[src/rtl/dispatch1_4_pkg.sv]
// Shared definitions for the 1-to-4 dispatcher.
//   ARCH_WIDTH      : default datapath width
//   NUM_PORTS       : number of output ports
//   PORT_A..PORT_D  : port-index constants for producers driving in_sel
//   port_onehot()   : decode a port index into a one-hot port mask
package dispatch1_4_pkg;

  localparam int unsigned ARCH_WIDTH = 64;
  localparam int unsigned NUM_PORTS  = 4;

  typedef logic [1:0] port_idx_t;

  localparam port_idx_t PORT_A = 2'd0;
  localparam port_idx_t PORT_B = 2'd1;
  localparam port_idx_t PORT_C = 2'd2;
  localparam port_idx_t PORT_D = 2'd3;

  function automatic logic [NUM_PORTS-1:0] port_onehot(input port_idx_t idx);
    logic [NUM_PORTS-1:0] mask;
    mask      = '0;
    mask[idx] = 1'b1;
    return mask;
  endfunction

endpackage

[src/rtl/dispatch_slot.sv]
// One-entry holding slot: a valid flag plus a data register.
//   clk, rst         : clock, synchronous active-high reset
//   flush            : drop the held item at the next edge
//   load, load_data  : write a new item (wins over a same-cycle pop)
//   pop              : consumer takes the held item
//   valid, data      : slot state; data holds its last value while empty
module dispatch_slot #(
  parameter int unsigned WIDTH = 64
) (
  input  logic             clk,
  input  logic             rst,
  input  logic             flush,
  input  logic             load,
  input  logic [WIDTH-1:0] load_data,
  input  logic             pop,
  output logic             valid,
  output logic [WIDTH-1:0] data
);

  always_ff @(posedge clk) begin
    if (rst) begin
      valid <= 1'b0;
      data  <= '0;
    end else if (flush) begin
      valid <= 1'b0;
    end else if (load) begin
      // A refill on the same edge as a pop keeps the slot full.
      valid <= 1'b1;
      data  <= load_data;
    end else if (pop) begin
      valid <= 1'b0;
    end
  end

endmodule

[src/rtl/dispatch1_4.sv]
// 1-to-4 dispatcher: steers each accepted input item into the one-entry
// slot of the port named by in_sel; each port drains independently.
//   clk, rst        : clock, synchronous active-high reset
//   flush           : discard all held items; no accept this cycle
//   in_valid/in_ready/in_sel/in_data : producer handshake and payload
//   out_valid[3:0], out_ready[3:0]   : per-port consumer handshake
//   out_data_a..d   : payloads of ports 0..3
//   busy            : any port holds an item
module dispatch1_4
  import dispatch1_4_pkg::*;
#(
  parameter int unsigned WIDTH = ARCH_WIDTH
) (
  input  logic                 clk,
  input  logic                 rst,
  input  logic                 flush,
  input  logic                 in_valid,
  input  logic [1:0]           in_sel,
  input  logic [WIDTH-1:0]     in_data,
  output logic                 in_ready,
  output logic [NUM_PORTS-1:0] out_valid,
  output logic [WIDTH-1:0]     out_data_a,
  output logic [WIDTH-1:0]     out_data_b,
  output logic [WIDTH-1:0]     out_data_c,
  output logic [WIDTH-1:0]     out_data_d,
  input  logic [NUM_PORTS-1:0] out_ready,
  output logic                 busy
);

  logic                 accept;
  logic [NUM_PORTS-1:0] load;
  logic [NUM_PORTS-1:0] pop;
  logic [WIDTH-1:0]     slot_data [NUM_PORTS];

  // Ready only depends on the selected slot: empty, or draining this cycle.
  always_comb begin
    in_ready = 1'b0;
    if (!rst && !flush) begin
      in_ready = !out_valid[in_sel] || out_ready[in_sel];
    end
  end

  assign accept = in_valid && in_ready;
  assign load   = accept ? port_onehot(in_sel) : '0;
  assign pop    = out_valid & out_ready;

  for (genvar k = 0; k < NUM_PORTS; k++) begin : g_slot
    dispatch_slot #(
      .WIDTH(WIDTH)
    ) u_slot (
      .clk      (clk),
      .rst      (rst),
      .flush    (flush),
      .load     (load[k]),
      .load_data(in_data),
      .pop      (pop[k]),
      .valid    (out_valid[k]),
      .data     (slot_data[k])
    );
  end

  assign out_data_a = slot_data[PORT_A];
  assign out_data_b = slot_data[PORT_B];
  assign out_data_c = slot_data[PORT_C];
  assign out_data_d = slot_data[PORT_D];
  assign busy       = |out_valid;

endmodule

[config.mk]
export PLATFORM = sky130hd
export DESIGN_NAME = dispatch1_4
export DESIGN_NICKNAME = d
export VERILOG_FILES = /design/src/rtl/dispatch1_4_pkg.sv /design/src/rtl/dispatch_slot.sv /design/src/rtl/dispatch1_4.sv
export SDC_FILE = /design/constraint.sdc
export NUM_CORES = 1
export LEC_CHECK = 0
export BUFFER_PORTS_ARGS = -buffer_cell sky130_fd_sc_hd__buf_2
export CAP_MARGIN = 0
export CORE_MARGIN = 2
export CORE_UTILIZATION = 40
export DETAILED_ROUTE_END_ITERATION = 6
export PLACE_DENSITY_LB_ADDON = 0.08
export SETUP_SLACK_MARGIN = 0.2
export SYNTH_ARGS = -nofsm -noshare
export SYNTH_HDL_FRONTEND = slang
export SYNTH_SLANG_ARGS = --single-unit
[constraint.sdc]
create_clock -name clk -period 1.6 [get_ports clk]
set_input_delay 0.16 -clock clk [delete_from_list [all_inputs] [get_ports clk]]
set_output_delay 0.16 -clock clk [all_outputs]
set_load 0.005 [all_outputs]
==> flow_metrics.tcl, run 1 <==
set metrics [dict create \
    outcome "complete, but fails checks" \
    failed_checks "negative setup slack" \
    peakVddDrop_v 0.0005858 \
    worst-r2r-cell-count 5 \
    fin_crit_sh 1.161 \
    final_hold_viol_count 0 \
    cp-end-kind "output port" \
    layout.nets 1553 \
    drc 0 \
    placedCellCount 1713 \
    path_class "flip-flop to output port" \
    synth_area_leaders "dfxtp_1, o31ai_1, nand4_1" \
    dp_hpwl_mm 24.95 \
    synthArstFlopShare 0 \
    h-tree-depth 1 \
    clock_latency_ns 0.54 \
    min_period_ns 1.857 \
    die_h_um 169.2 \
    power_density_mw_per_mm2 956.4 \
    drive_above_1_share 0.3293 \
    synth.distinct_cells 25 \
    critPathLaunchType "flip-flop" \
    r2r_end "g_slot[0].u_slot.data[27]" \
    power_mw 14.43 \
    pre_cts_slack_ns -0.07284 \
    core_mm2 0.02688 \
    avgRoutedWirePerCell_um 22.59 \
    seq_area_frac_synth 0.4770 \
    setup_violations 2 \
    final_common_cell "buf_2" \
    rrSetupSlack_ns 0.17 \
    syn_area_per_cell_um2 9.287 \
    area_growth_pct 38.29 \
    syn_area_mm2 0.01091 \
    tightest_slew_ns 0.6480 \
    dieArea_mm2 0.02862 \
    grtUsageTotal 0.2683 \
    port_buffers 335 \
    crit_start "g_slot[3].u_slot.valid" \
    synthFlopType "dfxtp_1" \
    vias 11379 \
    rsz0062_at_grt "true" \
    dr.pass1.iters 5 \
    skew_ns 0.008568 \
    required_ns 1.44 \
    clk_pin_slew_ns 0.06 \
    ys_ff_latch 260 \
    critPathMaxFanout 3 \
    fmax_mhz 538.4 \
    drv_slew 0 \
    grt-ovfl-total 0 \
    cts_tree "built" \
    layout_common_cells "buf_2, dfxtp_1, o31ai_1, a21oi_1, nand4_1" \
    ant_nets 0 \
    antenna_found_initial 1 \
    timing.slew.headroom 0.5680 \
    cts_buffer_depth 3 \
    numCtsBuffers 30 \
    worst_slack_ns -0.2572 \
    yosys.area.top_type "dfxtp_1" \
    final_cells 1842 \
    grt_max_degree 123 \
    syn_inst 1175 \
    min-delay-path-class "primary input to flip-flop" \
    first_global_vias 10392 \
    power.leakage_nw 6.095 \
    crit_arrival_ns 1.70 \
    synthesis.nets 1249 \
    dieWidth_um 169.2 \
    maxCapViolCount 0 \
    timing.hold.ws_ns 0.1193 \
    grt_first_pass_wirelength_mm 62.27 \
    std_cell_rows 60 \
    r2r-start "g_slot[0].u_slot.valid" \
    cp-endpoint "in_ready" \
    finalWirelength_mm 41.61 \
    yosysTopAreaCellShare 0.4770 \
    avgViaCountPerCell 6.178 \
    io_pins 336 \
    dr.first_iter.drc_count 1052 \
    gp_congestion 0.7734 \
    synth-edff-count 0 \
    numClockSinks 260 \
    start_util 0.4060 \
    cts_root_buffer "clkbuf_16" \
    yosysWarnings 0 \
]
[how the worst min path moves through the flow]
| stage | start | end | slack [ns] | cells past startpoint |
|---|---|---|---|---|
| after floorplan | in_data[10] | g_slot[2].u_slot.data[10] | 0.31 | 2 |
| after global placement | in_data[35] | g_slot[2].u_slot.data[35] | 0.44 | 3 |
| after detailed placement | in_data[49] | g_slot[3].u_slot.data[49] | 0.45 | 3 |
| after CTS | in_sel[1] | g_slot[0].u_slot.data[34] | 0.08 | 3 |
| after global routing | in_sel[1] | g_slot[0].u_slot.data[34] | 0.10 | 3 |
| final | in_sel[1] | g_slot[0].u_slot.data[33] | 0.12 | 3 |
[registers in the layout (all words and copies together) (netlist names)]
register             cells
g_slot.u_slot.valid      4
g_slot.u_slot.data     256
[per-stage QoR]
stage          utilization  TNS [ns]  instance area [um2]
6_report            0.5615   -0.4288                15090
5_1_grt             0.5615   -0.5464                15090
3_5_place_dp        0.4837    -1.005                13000
2_1_floorplan            -         0                10940
4_1_cts             0.5443   -0.4869                14630
3_3_place_gp        0.4837   -0.4208                13000
[cell families (layout without fill, tap and decap cells)]
| family | after synthesis | after routing | synth area share |
|---|---|---|---|
| buf+inv | 253 | 578 | 0.09701 |
| flops | 260 | 260 | 0.4770 |
| other cells | 0 | 1 | 0 |
| mux | 1 | 1 | 0.002064 |
| simple gates | 145 | 145 | 0.08428 |
| compound gates | 516 | 516 | 0.3396 |
[layer usage]
metal  routed length [um]  GRT usage
met5                    0   0.005217
met4                  985    0.06986
met3                 3181    0.06343
met1                18360     0.3829
met2                19080     0.4071
[area by class of cell]
| cell class | count | area, um2 |
|---|---|---|
| timing repair buffer | 459 | 3203 |
| multi-input combinational | 662 | 5061 |
| tap | 341 | 426.7 |
| inverter | 66 | 252.7 |
| clock buffer | 49 | 913.4 |
| sequential | 260 | 5210 |
| antenna | 1 | 2.502 |
| clock inverter | 4 | 20.02 |
| fill | 2484 | 11790 |
[what timing repair did]
item                       4_1_cts  5_1_grt
buffers inserted                 4        0
setup endpoints to repair       18      126
cloned                           0        5
resized for setup               19       54
hold endpoints to repair       258        0
hold buffers                    66        0
[cells in the mapped netlist, types with 2 or more instances]
library cell    n
dfxtp_1       260
o31ai_1       256
clkbuf_1      133
a21oi_1       130
nand4_1       128
o311ai_0       82
inv_1          65
o311ai_1       46
buf_2          39
buf_6           6
buf_1           5
buf_4           4
nand2b_1        4
nor2b_1         4
nand2_1         2
o22ai_1         2
[critical path, cell delays in order (launching register included)]
cell,delay (ns)
dfxtp_2,0.33
nor2b_4,0.13
mux4_2,0.46
nor2_1,0.10
buf_2,0.14
[power breakdown]
part           internal, mW  switching, mW  total (mW)  leakage [nW]
clock network          3.85           2.69        6.54         0.461
logic                 0.461          0.773        1.23          3.53
registers              6.59         0.0663        6.66          2.10
total                  10.9           3.53        14.4          6.09
Note: power is estimated with default switching activity, not from simulation.
==> run 2, diff against run 1 <==
--- a/config.mk
+++ b/config.mk
@@ -5,6 +5,7 @@
 export SDC_FILE = /design/constraint.sdc
 export NUM_CORES = 1
 export LEC_CHECK = 0
+export ABC_AREA = 1
 export BUFFER_PORTS_ARGS = -buffer_cell sky130_fd_sc_hd__buf_2
 export CAP_MARGIN = 0
 export CORE_MARGIN = 2
==> flow_metrics.tcl, run 2 <==
set metrics [dict create \
    tightest_slew_ns 0.5021 \
    synth_compound_area_frac 0.001815 \
    dr.first_iter.drc_count 276 \
    critPathMaxFanout 7 \
    pwr-share-clk 0.431 \
    h-tree-depth 1 \
    synth_top_family_by_area "simple AND/OR/NAND/NOR gates" \
    peakVddDrop_v 0.0008346 \
    avgViaCountPerCell 4.320 \
    synthFlopType "dfxtp_1" \
    synth.distinct_cells 20 \
    synthArstFlopShare 0 \
    layout_common_cells "buf_2, nor2_2, inv_1, dfxtp_1, nand2_2" \
    power_density_mw_per_mm2 710.8 \
    seq_area_frac_synth 0.3775 \
    muxShareOfSynthArea 0 \
    ant_nets 0 \
    power_mw 15.17 \
    synthesis.nets 1748 \
    crit_arrival_ns 2.32 \
    fin_crit_sh 1.135 \
    avgRoutedWirePerCell_um 15.30 \
    clk_pin_slew_ns 0.06 \
    required_ns 2.11 \
    drv_slew 0 \
    tns_ns -22.94 \
    final_area_mm2 0.02134 \
    outcome "complete, but fails checks" \
    numCtsBuffers 31 \
    area_growth_pct 54.80 \
    grtUsageTotal 0.2258 \
    p_sw_frac 0.2577 \
    grt-ovfl-total 0 \
    start_util 0.4091 \
    maxCapViolCount 0 \
    synthAdderAreaFrac 0 \
    synth.most_common_cell "nor2_1" \
    first_global_vias 11508 \
    syn_inst 1674 \
    power.leakage_nw 10.13 \
    finalWirelength_mm 40.40 \
    register_area_mm2 0.005210 \
    die_h_um 189.7 \
    synthSimpleGateAreaFrac 0.4777 \
    failed_checks "negative setup slack" \
    cp-end-kind "flip-flop" \
    fmax_mhz 550.5 \
    final_cells 2640 \
    core_mm2 0.03370 \
    layout.nets 2244 \
    final_hold_viol_count 0 \
    rsz0062_at_grt "true" \
    dr.pass1.iters 4 \
    io_pins 336 \
    pre_cts_slack_ns -0.02127 \
    drive_above_1_share 0.6618 \
    grt_first_pass_wirelength_mm 64.37 \
    numClockSinks 260 \
    combinationalPowerShare 0.128 \
    cts_root_buffer "clkbuf_16" \
    dieWidth_um 189.7 \
    largest_register "g_slot.u_slot.data" \
    largestRegisters "g_slot.u_slot.data: 256 flops, g_slot.u_slot.valid: 4 flops" \
    syn_area_mm2 0.01379 \
    switchingPower_mw 3.909 \
    dieArea_mm2 0.03597 \
    skew_ns 0.01911 \
    gp_congestion 0.7783 \
    syn_area_per_cell_um2 8.236 \
    std_cell_rows 67 \
    clock_latency_ns 0.56 \
    placedCellCount 2434 \
    vias 11406 \
    synth_area_leaders "dfxtp_1, nand2_4, nand2_2" \
    min-delay-path-class "primary input to flip-flop" \
    p_int_mw 11.26 \
    yosysTopAreaCellShare 0.3775 \
    dp_hpwl_mm 24.49 \
    post_dp_cell_area_mm2 0.01608 \
    synth_common_cells "nor2_1, inv_1, dfxtp_1" \
    fillCellCount 2947 \
    ys_ff_latch 260 \
    synth-xor-area-share 0 \
    multi_input_area_mm2 0.008230 \
    yosysWarnings 0 \
    timing.slew.headroom 0.6652 \
    worst_slack_ns -0.2167 \
    antenna_found_initial 5 \
    drc 0 \
    final_common_cell "buf_2" \
    power_frac_seq 0.441 \
    setup_violations 250 \
    yosys.area.top_type "dfxtp_1" \
    grt_max_degree 56 \
    synth-edff-count 0 \
    path_class "flip-flop to flip-flop" \
    port_buffers 335 \
    critPathLaunchType "flip-flop" \
    cts_buffer_depth 3 \
    min_period_ns 1.817 \
    cts_tree "built" \
    largest_reg_flops 256 \
]
[run 2: repair_timing]
action | 4_1_cts | 5_1_grt
setup endpoints to repair | 254 | 262
pin swaps | 17 | 32
setup buffers | 34 | 3
gates resized for setup | 462 | 141
gates cloned | 45 | 1
hold buffers | 69 | 0
endpoints found under the hold margin | 259 | 0
[run 2: final cells by class]
type,instances,area share
Sequential cell,260,0.2441
Multi-Input combinational cell,1060,0.3856
Tap cell,448,0.02626
Clock inverter,4,0.001231
Inverter,265,0.04696
Antenna cell,4,0.0004690
Timing Repair Buffer,552,0.2533
Clock buffer,47,0.04198
[run 2: routing by layer]
metal / global-route usage / part of all wire / up-vias
met5: 0 / 0.00067 / -
li1: - / - / 5790
met1: 0.2847 / 0.42 / 5303
met4: 0.06530 / 0.027 / 4
met2: 0.3850 / 0.50 / 247
met3: 0.05239 / 0.058 / 62
[run 2: final timing paths]
kind,startpoint,to,slack (ns),depth (start not counted)
worst min-delay path,flush,g_slot[0].u_slot.valid,0.19,5
worst max-delay path,g_slot[0].u_slot.valid,g_slot[3].u_slot.data[2],-0.22,15
worst min register to register,g_slot[2].u_slot.valid,g_slot[2].u_slot.valid,0.50,2
worst max register to register,g_slot[0].u_slot.valid,g_slot[3].u_slot.data[2],-0.22,15
[run 2: logic make-up after synthesis]
family	Yosys count
compound gates	5
buf+inv	354
flops	260
simple gates	1055
[run 2: power by group through the flow]
stage | Clock (mW) | Sequential, mW | Combinational [mW]
after CTS | 6.74 | 6.69 | 1.87
after detailed placement | 0 | 6.83 | 1.37
after floorplan | 0 | 6.84 | 0.819
after global placement | 0 | 6.83 | 1.36
after global routing | 7.02 | 6.71 | 2.08
final | 6.54 | 6.69 | 1.93
[run 2: critical path, cell delays in order (launching register included)]
cell	delay, ns
dfxtp_2	0.33
nand2_1	0.06
nand2_1	0.04
nand2_1	0.07
nand2_2	0.07
buf_6	0.12
nand2_8	0.08
buf_6	0.10
nand4_4	0.10
buf_6	0.17
buf_12	0.15
buf_12	0.13
buf_16	0.14
nand2_4	0.05
nand2_2	0.05
nor2_2	0.08
[run 2: per-stage QoR]
step / hold slack, ns / util
floorplan: 0.2949 / -
global placement: 0.4353 / 0.4771
finish: 0.1912 / 0.6333
global route: 0.2051 / 0.6332
detailed placement: 0.4372 / 0.4771
CTS: 0.1087 / 0.6173
==> run 3, diff against run 2 <==
--- a/config.mk
+++ b/config.mk
@@ -6,11 +6,11 @@
 export NUM_CORES = 1
 export LEC_CHECK = 0
 export ABC_AREA = 1
-export BUFFER_PORTS_ARGS = -buffer_cell sky130_fd_sc_hd__buf_2
 export CAP_MARGIN = 0
 export CORE_MARGIN = 2
 export CORE_UTILIZATION = 40
 export DETAILED_ROUTE_END_ITERATION = 6
+export DONT_BUFFER_PORTS = 1
 export PLACE_DENSITY_LB_ADDON = 0.08
 export SETUP_SLACK_MARGIN = 0.2
 export SYNTH_ARGS = -nofsm -noshare
==> flow_metrics.tcl, run 3 (synthesis gave the netlist of run 2 again) <==
set metrics [dict create \
    worst_slack_ns -0.1958 \
    critPathMaxFanout 5 \
    cp.depth 14 \
    rsz0062_at_grt "true" \
    critPathLaunchType "flip-flop" \
    cp-end-kind "flip-flop" \
    cts_tree "built" \
    numCtsBuffers 31 \
    multi_input_area_mm2 0.007754 \
    crit_slowest_cell "dfxtp_2" \
    final_common_cell "nor2_2" \
    final_cells 2308 \
    worstPathCellList "nand2_1, nand2_1, nand2_2, nand2_4, nand2_8, buf_6, buf_6, nand4_4, buf_12, buf_16, buf_4, buf_16, nor2_2, nor2_2" \
    drv_slew 0 \
    pre_cts_slack_ns 0.06050 \
    avgRoutedWirePerCell_um 17.50 \
    power_density_mw_per_mm2 763.7 \
    start_util 0.4091 \
    fmax_mhz 556.8 \
    first_global_vias 10036 \
    finalWirelength_mm 40.38 \
    layout_common_cells "nor2_2, inv_1, dfxtp_1, nand2_2, nand2_4" \
    die_h_um 189.7 \
    crit_arrival_ns 2.24 \
    dieArea_mm2 0.03597 \
    cts_root_buffer "clkbuf_16" \
    cts_buffer_depth 3 \
    grt_first_pass_wirelength_mm 60.77 \
    largest_reg_flops 256 \
    peakVddDrop_v 0.0008340 \
    failed_checks "negative setup slack" \
    grt_max_degree 42 \
    whs_path_depth 3 \
    core_mm2 0.03370 \
    register_area_mm2 0.005210 \
    ant_nets 0 \
    clock_latency_ns 0.55 \
    dp_hpwl_mm 23.48 \
    power.leakage_nw 8.436 \
    min-delay-path-class "primary input to flip-flop" \
    area_growth_pct 39.75 \
    avgViaCountPerCell 4.432 \
    path_class "flip-flop to flip-flop" \
    final_util 0.5717 \
    worst-r2r-cell-count 14 \
    largestRegisters "g_slot.u_slot.data: 256 flops, g_slot.u_slot.valid: 4 flops" \
    grt-ovfl-total 0 \
    layout.nets 1918 \
    outcome "complete, but fails checks" \
    port_buffers 0 \
    dieWidth_um 189.7 \
    fin_crit_sh 1.122 \
    std_cell_rows 67 \
    setup_violations 181 \
    vias 10230 \
    timing.slew.headroom 0.6927 \
    drc 0 \
    crit_buf_inv 6 \
    h-tree-depth 1 \
    fillCellCount 2980 \
    max_stage_delay_ns 0.32 \
    dr.pass1.iters 4 \
    final_hold_viol_count 0 \
    min_period_ns 1.796 \
    required_ns 2.04 \
    largest_register "g_slot.u_slot.data" \
    io_pins 336 \
    clk_pin_slew_ns 0.06 \
    dr.first_iter.drc_count 270 \
    cp_top_family "buffers and inverters" \
    numClockSinks 260 \
    tightest_slew_ns 0.4609 \
    gp_congestion 0.7699 \
    skew_ns 0.009446 \
    maxCapViolCount 0 \
    grtUsageTotal 0.2166 \
    num_antenna_cells 0 \
    antenna_found_initial 0 \
    placedCellCount 2084 \
    drive_above_1_share 0.5661 \
    tns_ns -17.80 \
]
run 3: changes by cell type in the layout (fill, tap and decap cells not counted), sizes merged:
cell / previous run / this run
clkbuf: 48 / 51
buf: 481 / 150
bufbuf: 1 / 0
clkinv: 2 / 4
diode: 4 / 0
inv: 266 / 265
run 3: power by group:
group          total [mW]  internal [mW]  switching, mW
clock network        6.37           3.68           2.69
registers            6.76           6.62          0.138
logic                1.58          0.671          0.911
total                14.7           11.0           3.74
run 3: area by class of cell:
type / instances / area share
Clock buffer: 44 / 0.04487
Timing Repair Buffer: 226 / 0.1998
Clock inverter: 5 / 0.001429
Sequential cell: 260 / 0.2704
Tap cell: 448 / 0.02909
Inverter: 265 / 0.05202
Multi-Input combinational cell: 1060 / 0.4024
run 3: path summary, 6_finish.rpt:
path	startpoint	endpoint	slack (ns)
setup / recovery	g_slot[2].u_slot.valid	g_slot[3].u_slot.data[57]	-0.20
hold / removal	in_valid	g_slot[3].u_slot.valid	0.1
setup reg to reg	g_slot[2].u_slot.valid	g_slot[3].u_slot.data[57]	-0.20
hold reg to reg	g_slot[0].u_slot.data[6]	g_slot[0].u_slot.data[6]	0.54
run 3: per-stage QoR:
stage / power (mW) / area (um2) / hold slack [ns]
3_5_place_dp: 7.857 / 14220 / 0.3020
6_report: 14.71 / 19270 / 0.09919
2_1_floorplan: 7.662 / 13790 / 0.2949
3_3_place_gp: 7.840 / 14220 / 0.2960
4_1_cts: 14.82 / 18340 / 0.07331
5_1_grt: 15.30 / 19270 / 0.1160
run 3: routing by layer:
layer  routed length, um  part of all wire  GRT usage  vias to the layer above
met5                   0                 0          0                        -
met4                1065             0.026    0.05367                        0
met3                3677             0.091    0.08117                       61
met2               19510              0.48     0.3697                      277
met1               16130              0.40     0.2569                     4761
li1                    -                 -          -                     5131
run 3: tightest hold or removal path, delay by kind of cell:
family / cells / cell delay (ns)
buffers and inverters: 1 / 0.24
and+or+nand+nor: 1 / 0.10
AOI/OAI and AO/OA: 1 / 0.10
run 3: what timing repair did:
item                       in CTS  in global routing
hold endpoints to repair      260                  0
buffers inserted               45                 10
gates resized for setup       295                169
cloned                         41                 10
hold buffers                   69                  0
pin swaps                      12                 31
setup endpoints to repair     209                262
